$ cat src/rtl/timer_ctrl_if.sv
// APB-style slave bus bundle for the timer controller.
// The master drives select, phase, direction, address and write data.
// The slave returns read data, completion and error.
interface timer_ctrl_if #(
   parameter int ADDR_W = 8
);
   logic              psel;
   logic              penable;
   logic              pwrite;
   logic [ADDR_W-1:0] paddr;
   logic [7:0]        pwdata;
   logic [7:0]        prdata;
   logic              pready;
   logic              pslverr;

   modport master (
      output psel, penable, pwrite, paddr, pwdata,
      input  prdata, pready, pslverr
   );

   modport slave (
      input  psel, penable, pwrite, paddr, pwdata,
      output prdata, pready, pslverr
   );
endinterface

$ cat src/rtl/timer_ctrl.sv
// Register-interface controller for the 8-bit timer counter.
// It holds TDR (reload value) and TCR (control bits), and it sequences
// one-cycle load and flag-clear strobes. It also generates the prescaled
// count tick, reads back the count and flags, and drives a level interrupt.
module timer_ctrl #(
   parameter int ADDR_W = 8,
   parameter int PSC_W  = 4
) (
   input  logic       clk,
   input  logic       rst_n,
   timer_ctrl_if.slave bus,
   input  logic [7:0] i_tcnt,
   input  logic       i_overflow,
   input  logic       i_underflow,
   output logic [7:0] o_start_counter,
   output logic       o_load,
   output logic       o_up_down,
   output logic       o_enable,
   output logic       o_clk_ena,
   output logic       o_clr_overflow,
   output logic       o_clr_underflow,
   output logic       o_irq
);

   localparam logic [ADDR_W-1:0] A_TDR  = ADDR_W'(8'h00);
   localparam logic [ADDR_W-1:0] A_TCR  = ADDR_W'(8'h01);
   localparam logic [ADDR_W-1:0] A_TSR  = ADDR_W'(8'h02);
   localparam logic [ADDR_W-1:0] A_TCNT = ADDR_W'(8'h03);

   typedef enum logic [1:0] {
      S_IDLE  = 2'd0,
      S_SETUP = 2'd1,
      S_WAIT  = 2'd2,
      S_DONE  = 2'd3
   } state_t;

   state_t           r_state;
   state_t           w_next;

   logic [7:0]       r_tdr;
   logic [5:0]       r_tcr;        // {up_down, enable, UDIE, OVIE, CKS[1:0]}
   logic             r_load;
   logic             r_clr_ov;
   logic             r_clr_ud;

   logic [7:0]       r_prdata;
   logic             r_pready;
   logic             r_pslverr;

   logic [PSC_W-1:0] r_psc;
   logic [PSC_W-1:0] r_psc_prev;
   logic [PSC_W-1:0] r_rise;
   logic             r_ena_q;

   logic             w_in_wait;
   logic             w_commit;
   logic             w_sel_tdr;
   logic             w_sel_tcr;
   logic             w_sel_tsr;
   logic             w_mapped;
   logic [7:0]       w_rd_mux;
   logic             w_clk_ena;

   assign w_sel_tdr = (bus.paddr == A_TDR);
   assign w_sel_tcr = (bus.paddr == A_TCR);
   assign w_sel_tsr = (bus.paddr == A_TSR);
   assign w_mapped  = w_sel_tdr | w_sel_tcr | w_sel_tsr | (bus.paddr == A_TCNT);

   // The access is resolved in WAIT, so its effects land on the edge entering DONE.
   assign w_in_wait = (r_state == S_WAIT);
   assign w_commit  = w_in_wait & bus.pwrite;

   // Bus FSM state register.
   always_ff @(posedge clk or negedge rst_n) begin
      // NOTE: every sequential block uses non-blocking (<=) so that all flops
      // sample pre-edge values; blocking here would create order-dependent races.
      if (!rst_n) r_state <= S_IDLE;
      else        r_state <= w_next;
   end

   // Bus FSM next-state logic: one fixed wait state between access and completion.
   always_comb begin
      // NOTE: assign the default before the case so that every path drives
      // w_next; a missing branch would otherwise infer a latch.
      w_next = r_state;
      case (r_state)
         S_IDLE:  if (bus.psel && !bus.penable) w_next = S_SETUP;
         S_SETUP: begin
            if (!bus.psel)        w_next = S_IDLE;
            else if (bus.penable) w_next = S_WAIT;
         end
         S_WAIT:  w_next = S_DONE;
         S_DONE:  w_next = (bus.psel && !bus.penable) ? S_SETUP : S_IDLE;
         default: w_next = S_IDLE;
      endcase
   end

   // Read-data selection. Write-only and reserved bits read as 0.
   always_comb begin
      w_rd_mux = 8'h00;
      case (bus.paddr)
         A_TDR:   w_rd_mux = r_tdr;
         A_TCR:   w_rd_mux = {2'b00, r_tcr};
         A_TSR:   w_rd_mux = {6'b0, i_underflow, i_overflow};
         A_TCNT:  w_rd_mux = i_tcnt;
         default: w_rd_mux = 8'h00;
      endcase
   end

   // Register commits and single-cycle strobes. The strobes fire in the DONE cycle.
   always_ff @(posedge clk or negedge rst_n) begin
      if (!rst_n) begin
         r_tdr    <= 8'h00;
         r_tcr    <= 6'h00;
         r_load   <= 1'b0;
         r_clr_ov <= 1'b0;
         r_clr_ud <= 1'b0;
      end else begin
         r_load   <= 1'b0;
         r_clr_ov <= 1'b0;
         r_clr_ud <= 1'b0;
         if (w_commit) begin
            if (w_sel_tdr) r_tdr <= bus.pwdata;
            if (w_sel_tcr) begin
               r_tcr  <= bus.pwdata[5:0];
               r_load <= bus.pwdata[7];
            end
            if (w_sel_tsr) begin
               r_clr_ov <= bus.pwdata[0];
               r_clr_ud <= bus.pwdata[1];
            end
         end
      end
   end

   // Registered bus response. It is valid only in the DONE cycle.
   always_ff @(posedge clk or negedge rst_n) begin
      if (!rst_n) begin
         r_pready  <= 1'b0;
         r_pslverr <= 1'b0;
         r_prdata  <= 8'h00;
      end else begin
         r_pready  <= w_in_wait;
         r_pslverr <= w_in_wait & ~w_mapped;
         r_prdata  <= (w_in_wait && !bus.pwrite) ? w_rd_mux : 8'h00;
      end
   end

   // Free-running prescaler with a registered rising-edge detect on every bit.
   always_ff @(posedge clk or negedge rst_n) begin
      if (!rst_n) begin
         r_psc      <= '0;
         r_psc_prev <= '0;
         r_rise     <= '0;
         r_ena_q    <= 1'b0;
      end else begin
         r_psc      <= r_psc + PSC_W'(1);
         r_psc_prev <= r_psc;
         r_rise     <= r_psc & ~r_psc_prev;
         r_ena_q    <= w_clk_ena;
      end
   end

   // Each counter value has a unique lowest set bit, so the per-bit rise pulses
   // never overlap. A CKS switch can still place a new-bit pulse right after an
   // old-bit pulse. Masking with the previous tick keeps every tick isolated.
   // In steady state the ticks are never back to back, so the mask has no effect.
   assign w_clk_ena = r_rise[r_tcr[1:0]] & ~r_ena_q;

   assign bus.prdata      = r_prdata;
   assign bus.pready      = r_pready;
   assign bus.pslverr     = r_pslverr;

   assign o_start_counter = r_tdr;
   assign o_load          = r_load;
   assign o_up_down       = r_tcr[5];
   assign o_enable        = r_tcr[4];
   assign o_clk_ena       = w_clk_ena;
   assign o_clr_overflow  = r_clr_ov;
   assign o_clr_underflow = r_clr_ud;
   assign o_irq           = (i_overflow & r_tcr[2]) | (i_underflow & r_tcr[3]);

endmodule

$ cat src/flat_wrapper.sv
// flat-port wrapper written by rule: the top's interface ports become plain ports
module timer_ctrl_flat 
#(
   parameter int ADDR_W = 8,
   parameter int PSC_W  = 4
)
  (clk, rst_n, i_tcnt, i_overflow, i_underflow, o_start_counter, o_load, o_up_down, o_enable, o_clk_ena, o_clr_overflow, o_clr_underflow, o_irq, bus_psel, bus_penable, bus_pwrite, bus_paddr, bus_pwdata, bus_prdata, bus_pready, bus_pslverr);
  timer_ctrl_if #(.ADDR_W(ADDR_W)) bus_i ();
  input  logic clk;
  input  logic rst_n;
  input  logic [7:0] i_tcnt;
  input  logic i_overflow;
  input  logic i_underflow;
  output logic [7:0] o_start_counter;
  output logic o_load;
  output logic o_up_down;
  output logic o_enable;
  output logic o_clk_ena;
  output logic o_clr_overflow;
  output logic o_clr_underflow;
  output logic o_irq;
  input wire logic [$bits(bus_i.psel)-1:0] bus_psel;
  input wire logic [$bits(bus_i.penable)-1:0] bus_penable;
  input wire logic [$bits(bus_i.pwrite)-1:0] bus_pwrite;
  input wire logic [$bits(bus_i.paddr)-1:0] bus_paddr;
  input wire logic [$bits(bus_i.pwdata)-1:0] bus_pwdata;
  output wire logic [$bits(bus_i.prdata)-1:0] bus_prdata;
  output wire logic [$bits(bus_i.pready)-1:0] bus_pready;
  output wire logic [$bits(bus_i.pslverr)-1:0] bus_pslverr;
  assign bus_i.psel = bus_psel;
  assign bus_i.penable = bus_penable;
  assign bus_i.pwrite = bus_pwrite;
  assign bus_i.paddr = bus_paddr;
  assign bus_i.pwdata = bus_pwdata;
  assign bus_prdata = bus_i.prdata;
  assign bus_pready = bus_i.pready;
  assign bus_pslverr = bus_i.pslverr;
  timer_ctrl #(.ADDR_W(ADDR_W), .PSC_W(PSC_W)) u_core (.clk(clk), .rst_n(rst_n), .bus(bus_i), .i_tcnt(i_tcnt), .i_overflow(i_overflow), .i_underflow(i_underflow), .o_start_counter(o_start_counter), .o_load(o_load), .o_up_down(o_up_down), .o_enable(o_enable), .o_clk_ena(o_clk_ena), .o_clr_overflow(o_clr_overflow), .o_clr_underflow(o_clr_underflow), .o_irq(o_irq));
endmodule
$ cat config.mk
export PLATFORM = sky130hd
export DESIGN_NAME = timer_ctrl_flat
export DESIGN_NICKNAME = d
export VERILOG_FILES = /design/src/rtl/timer_ctrl_if.sv /design/src/rtl/timer_ctrl.sv /design/src/flat_wrapper.sv
export SDC_FILE = /design/constraint.sdc
export NUM_CORES = 1
export LEC_CHECK = 0
export CORE_ASPECT_RATIO = 0.6
export CORE_MARGIN = 2
export CORE_UTILIZATION = 47
export DETAILED_ROUTE_END_ITERATION = 7
export PLACE_DENSITY_LB_ADDON = 0.2
export REMOVE_ABC_BUFFERS = 1
export SYNTH_ARGS = -nofsm -noshare
export SYNTH_HDL_FRONTEND = slang
export SYNTH_SLANG_ARGS = --single-unit
$ cat constraint.sdc
create_clock -name clk -period 3.3 [get_ports clk]
set_input_delay 0.495 -clock clk [delete_from_list [all_inputs] [get_ports clk]]
set_output_delay 0.495 -clock clk [all_outputs]
set_load 0.05 [all_outputs]
==> results.md <==
* Status: completed
* Worst Path Max Fanout at 3
* Antenna cell count at 0
* Final hold violation count at 0
* Crit start category: flop
* Initial antenna violation count at 0
* Die H at about 50 um
* Worst hold path class: primary input to asynchronous set/reset pin
* Post-layout util at 0.698
* CP max-delay cell: clkdlybuf4s50_1
* Total number of vias at 1,145
* Top_reg_cell synth: dfrtp_1
* Vias in the first global route at 1,185
* Via/cell ratio at 5.20
* Clk_skew at 2.98 ps
* Hold_buf cts at 0
* Post-CTS setup buffer count at 0
* Synth top area cells: dfrtp_1 (63%), mux2_2 (7.5%), mux4_2 (4.1%)
* Initial Util at 0.500
* Yosys reg bits at 42
* Slowest stage delay, CP at 690 ps
* Hpwl dp at 2810 um
* Overflow after GRT at 0
* Power Dens Cells at 412 nW/um2
* Leakage power figure at 0.00107 uW
* Final Hold Slack at 331 ps
* Crit-path cells: mux4_2, nor2b_1, clkdlybuf4s50_1
* Combinational family with the most area after synthesis: multiplexers
* Syn Inst Count at 118
* Yosys warns at 0
* H-tree depth at 2
* I/O pins at 56
* Max Cap Violations at 0
* Worst slew margin at 0.408
* Fin Setup TNS at 0 ps
* CTS tree: done
* Total track usage at 0.199
* Gp weighted congestion at 0.774
* Simple-gate portion of the synthesized area at 0.129
* Multiplexer share of the synthesized area at 0.160
* Setup ws final at 753 ps
* Die footprint at about 4000 um2
* Worst Tran Pin Value at a little under 900 ps
* Row Count at 16
* Root Driver: clkbuf_8
* Fin crit period at 2550 ps
* Area grow syn2layout at 39.5%
* Count leader, synth: dfrtp_1
* Critical Path RT at 2800 ps
* CP top delay family: buffers and inverters
* Synth area leader: dfrtp_1
* Yosys top cell area share at 0.633
* List of most frequent post-synthesis cells: dfrtp_1 (42), mux2_2 (11), nor2_1 (10), nor2b_1 (6)
* WS Path Type: flop to output port
* EDFF count, synth at 0
* Unique masters post-synth at 34
* Post-synthesis cell area at around 1700 um2
* RSZ-0062 raised after global routing: false
* Period utilization at 0.772
* Compound-gate portion of the synthesized area at 0.0414
* Worst Path Buf+Inv at 1
* Worst slack at placement at 771 ps
* Synth Area in XOR/XNOR at 0.0105
* CTS resizes at 0
* Share of cells above drive strength 1 at 0.131
* Slew Viols, Final at 0
* Post-route ant nets at 0
* 1st-iter DRT viols at 68
* First-pass GRT wire length at 5800 um
* Remaining DRCs at 0
* CTS sink count at 42
* Largest net degree at the start of global routing at 43
* Worst-path clk slew at 70 ps
* Post-synthesis sequential area ratio at 0.633
* Ys async rst share at 1.00
* Clock Tree Buf Depth at 2
* DR pass1 iterations at 4
* Final wirelength at 3720 um
* Final layout net count at approximately 210
* Setup Viol. Count Final at 0
* WL/cell at 16.9 um
* Post-synthesis adder-cell area fraction at 0.00753
* PortBufs at 55
* Inserted Clock Buffers at 5
* CORE AREA at approximately 3300 um2
* Syn avg cell area at roughly 14 um2
* Maximum vdd drop at ~0.25 mV
* F_max at slightly below 400 MHz
* Setup crit end kind: output port
* Clock Latency Late Sink at 280 ps
* CP arrival at around 2000 ps
* Die X at 80.8 um
## cell type report
cell class                      count  area, um2
Inverter                            3       11.3
Tap cell                           45       56.3
Sequential cell                    42       1050
Timing Repair Buffer               55        546
Clock buffer                        7       76.3
Multi-Input combinational cell     68        578
Fill cell                         260       1000
## layer usage
layer / global-route usage / vias to the layer above / part of all wire
met1: 0.288 / 568 / 0.47
met4: 0.0678 / 0 / 0.0051
met5: 0 / - / 0
met3: 0.0476 / 2 / 0.062
li1: - / 535 / -
met2: 0.296 / 40 / 0.46
## final timing paths
check | slack (ps) | to | cells past startpoint | startpoint
max in group asynchronous | 2420 | u_core.r_rise[3]$_DFF_PN0_ | 1 | rst_n
min in group clk | 400 | u_core.r_rise[3]$_DFF_PN0_ | 1 | u_core.r_psc_prev[3]$_DFF_PN0_
setup / recovery | 750 | o_clk_ena | 3 | u_core.r_tcr[0]$_DFFE_PN0P_
hold reg to reg | 400 | u_core.r_rise[3]$_DFF_PN0_ | 1 | u_core.r_psc_prev[3]$_DFF_PN0_
hold / removal | 330 | u_core.r_psc[0]$_DFF_PN0_ | 1 | rst_n
setup reg to reg | 1400 | u_core.o_start_counter[6]$_DFFE_PN0P_ | 3 | u_core.r_state[0]$_DFFE_PN0P_
## cells by family after synthesis
| family | Yosys count |
|---|---|
| flip-flops | 42 |
| multiplexers | 21 |
| AO/OA/AOI/OAI | 9 |
| adder cells (fa/ha/maj) | 1 |
| AND/OR/NAND/NOR | 35 |
| buffers and inverters | 8 |
| XOR/XNOR | 2 |
## cells in the final DEF, fill, tap and decap left out
cell	n
o21ai_0	1
a22oi_1	2
mux4_2	3
and4_1	1
buf_2	1
nand2b_1	1
nor4b_1	1
nor3_1	2
inv_1	3
mux2_2	11
xor2_1	1
or4b_4	1
or4_4	1
xnor2_1	1
a21oi_1	1
mux2i_1	4
clkbuf_1	2
nand3_1	2
nand4b_1	1
nor2b_1	6
nor3_4	1
nand3b_1	2
nor4_1	1
dfrtp_1	42
ha_1	1
nor2_1	10
nand2_1	3
mux2_1	3
clkdlybuf4s50_1	54
a22o_1	1
and2_1	1
a2bb2oi_1	4
or3_1	1
clkbuf_8	5
## state kept, by name, summed over array words and instances (netlist names), named ones only
name,flops
u_core.bus.pslverr,1
u_core.o_clr_overflow,1
u_core.r_ena_q,1
u_core.r_psc_prev,4
u_core.r_rise,4
u_core.bus.pready,1
u_core.bus.prdata,8
u_core.r_state,1
u_core.r_tcr,6
u_core.o_start_counter,8
u_core.r_psc,4
u_core.o_load,1
u_core.o_clr_underflow,1
## where the power goes
group / switching (uW) / internal, uW
clock network: 153 / 146
logic: 63.2 / 59.3
registers: 7.54 / 527
total: 223 / 732
## through the flow
| step | power, uW | area [um2] | instances |
|---|---|---|---|
| floorplan | 593 | 1640 | 113 |
| global placement | 664 | 2240 | 213 |
| detailed placement | 667 | 2240 | 213 |
| CTS | 960 | 2320 | 220 |
| global route | 992 | 2320 | 220 |
| finish | 955 | 2320 | 220 |
Note: power is estimated with default switching activity, not from simulation.
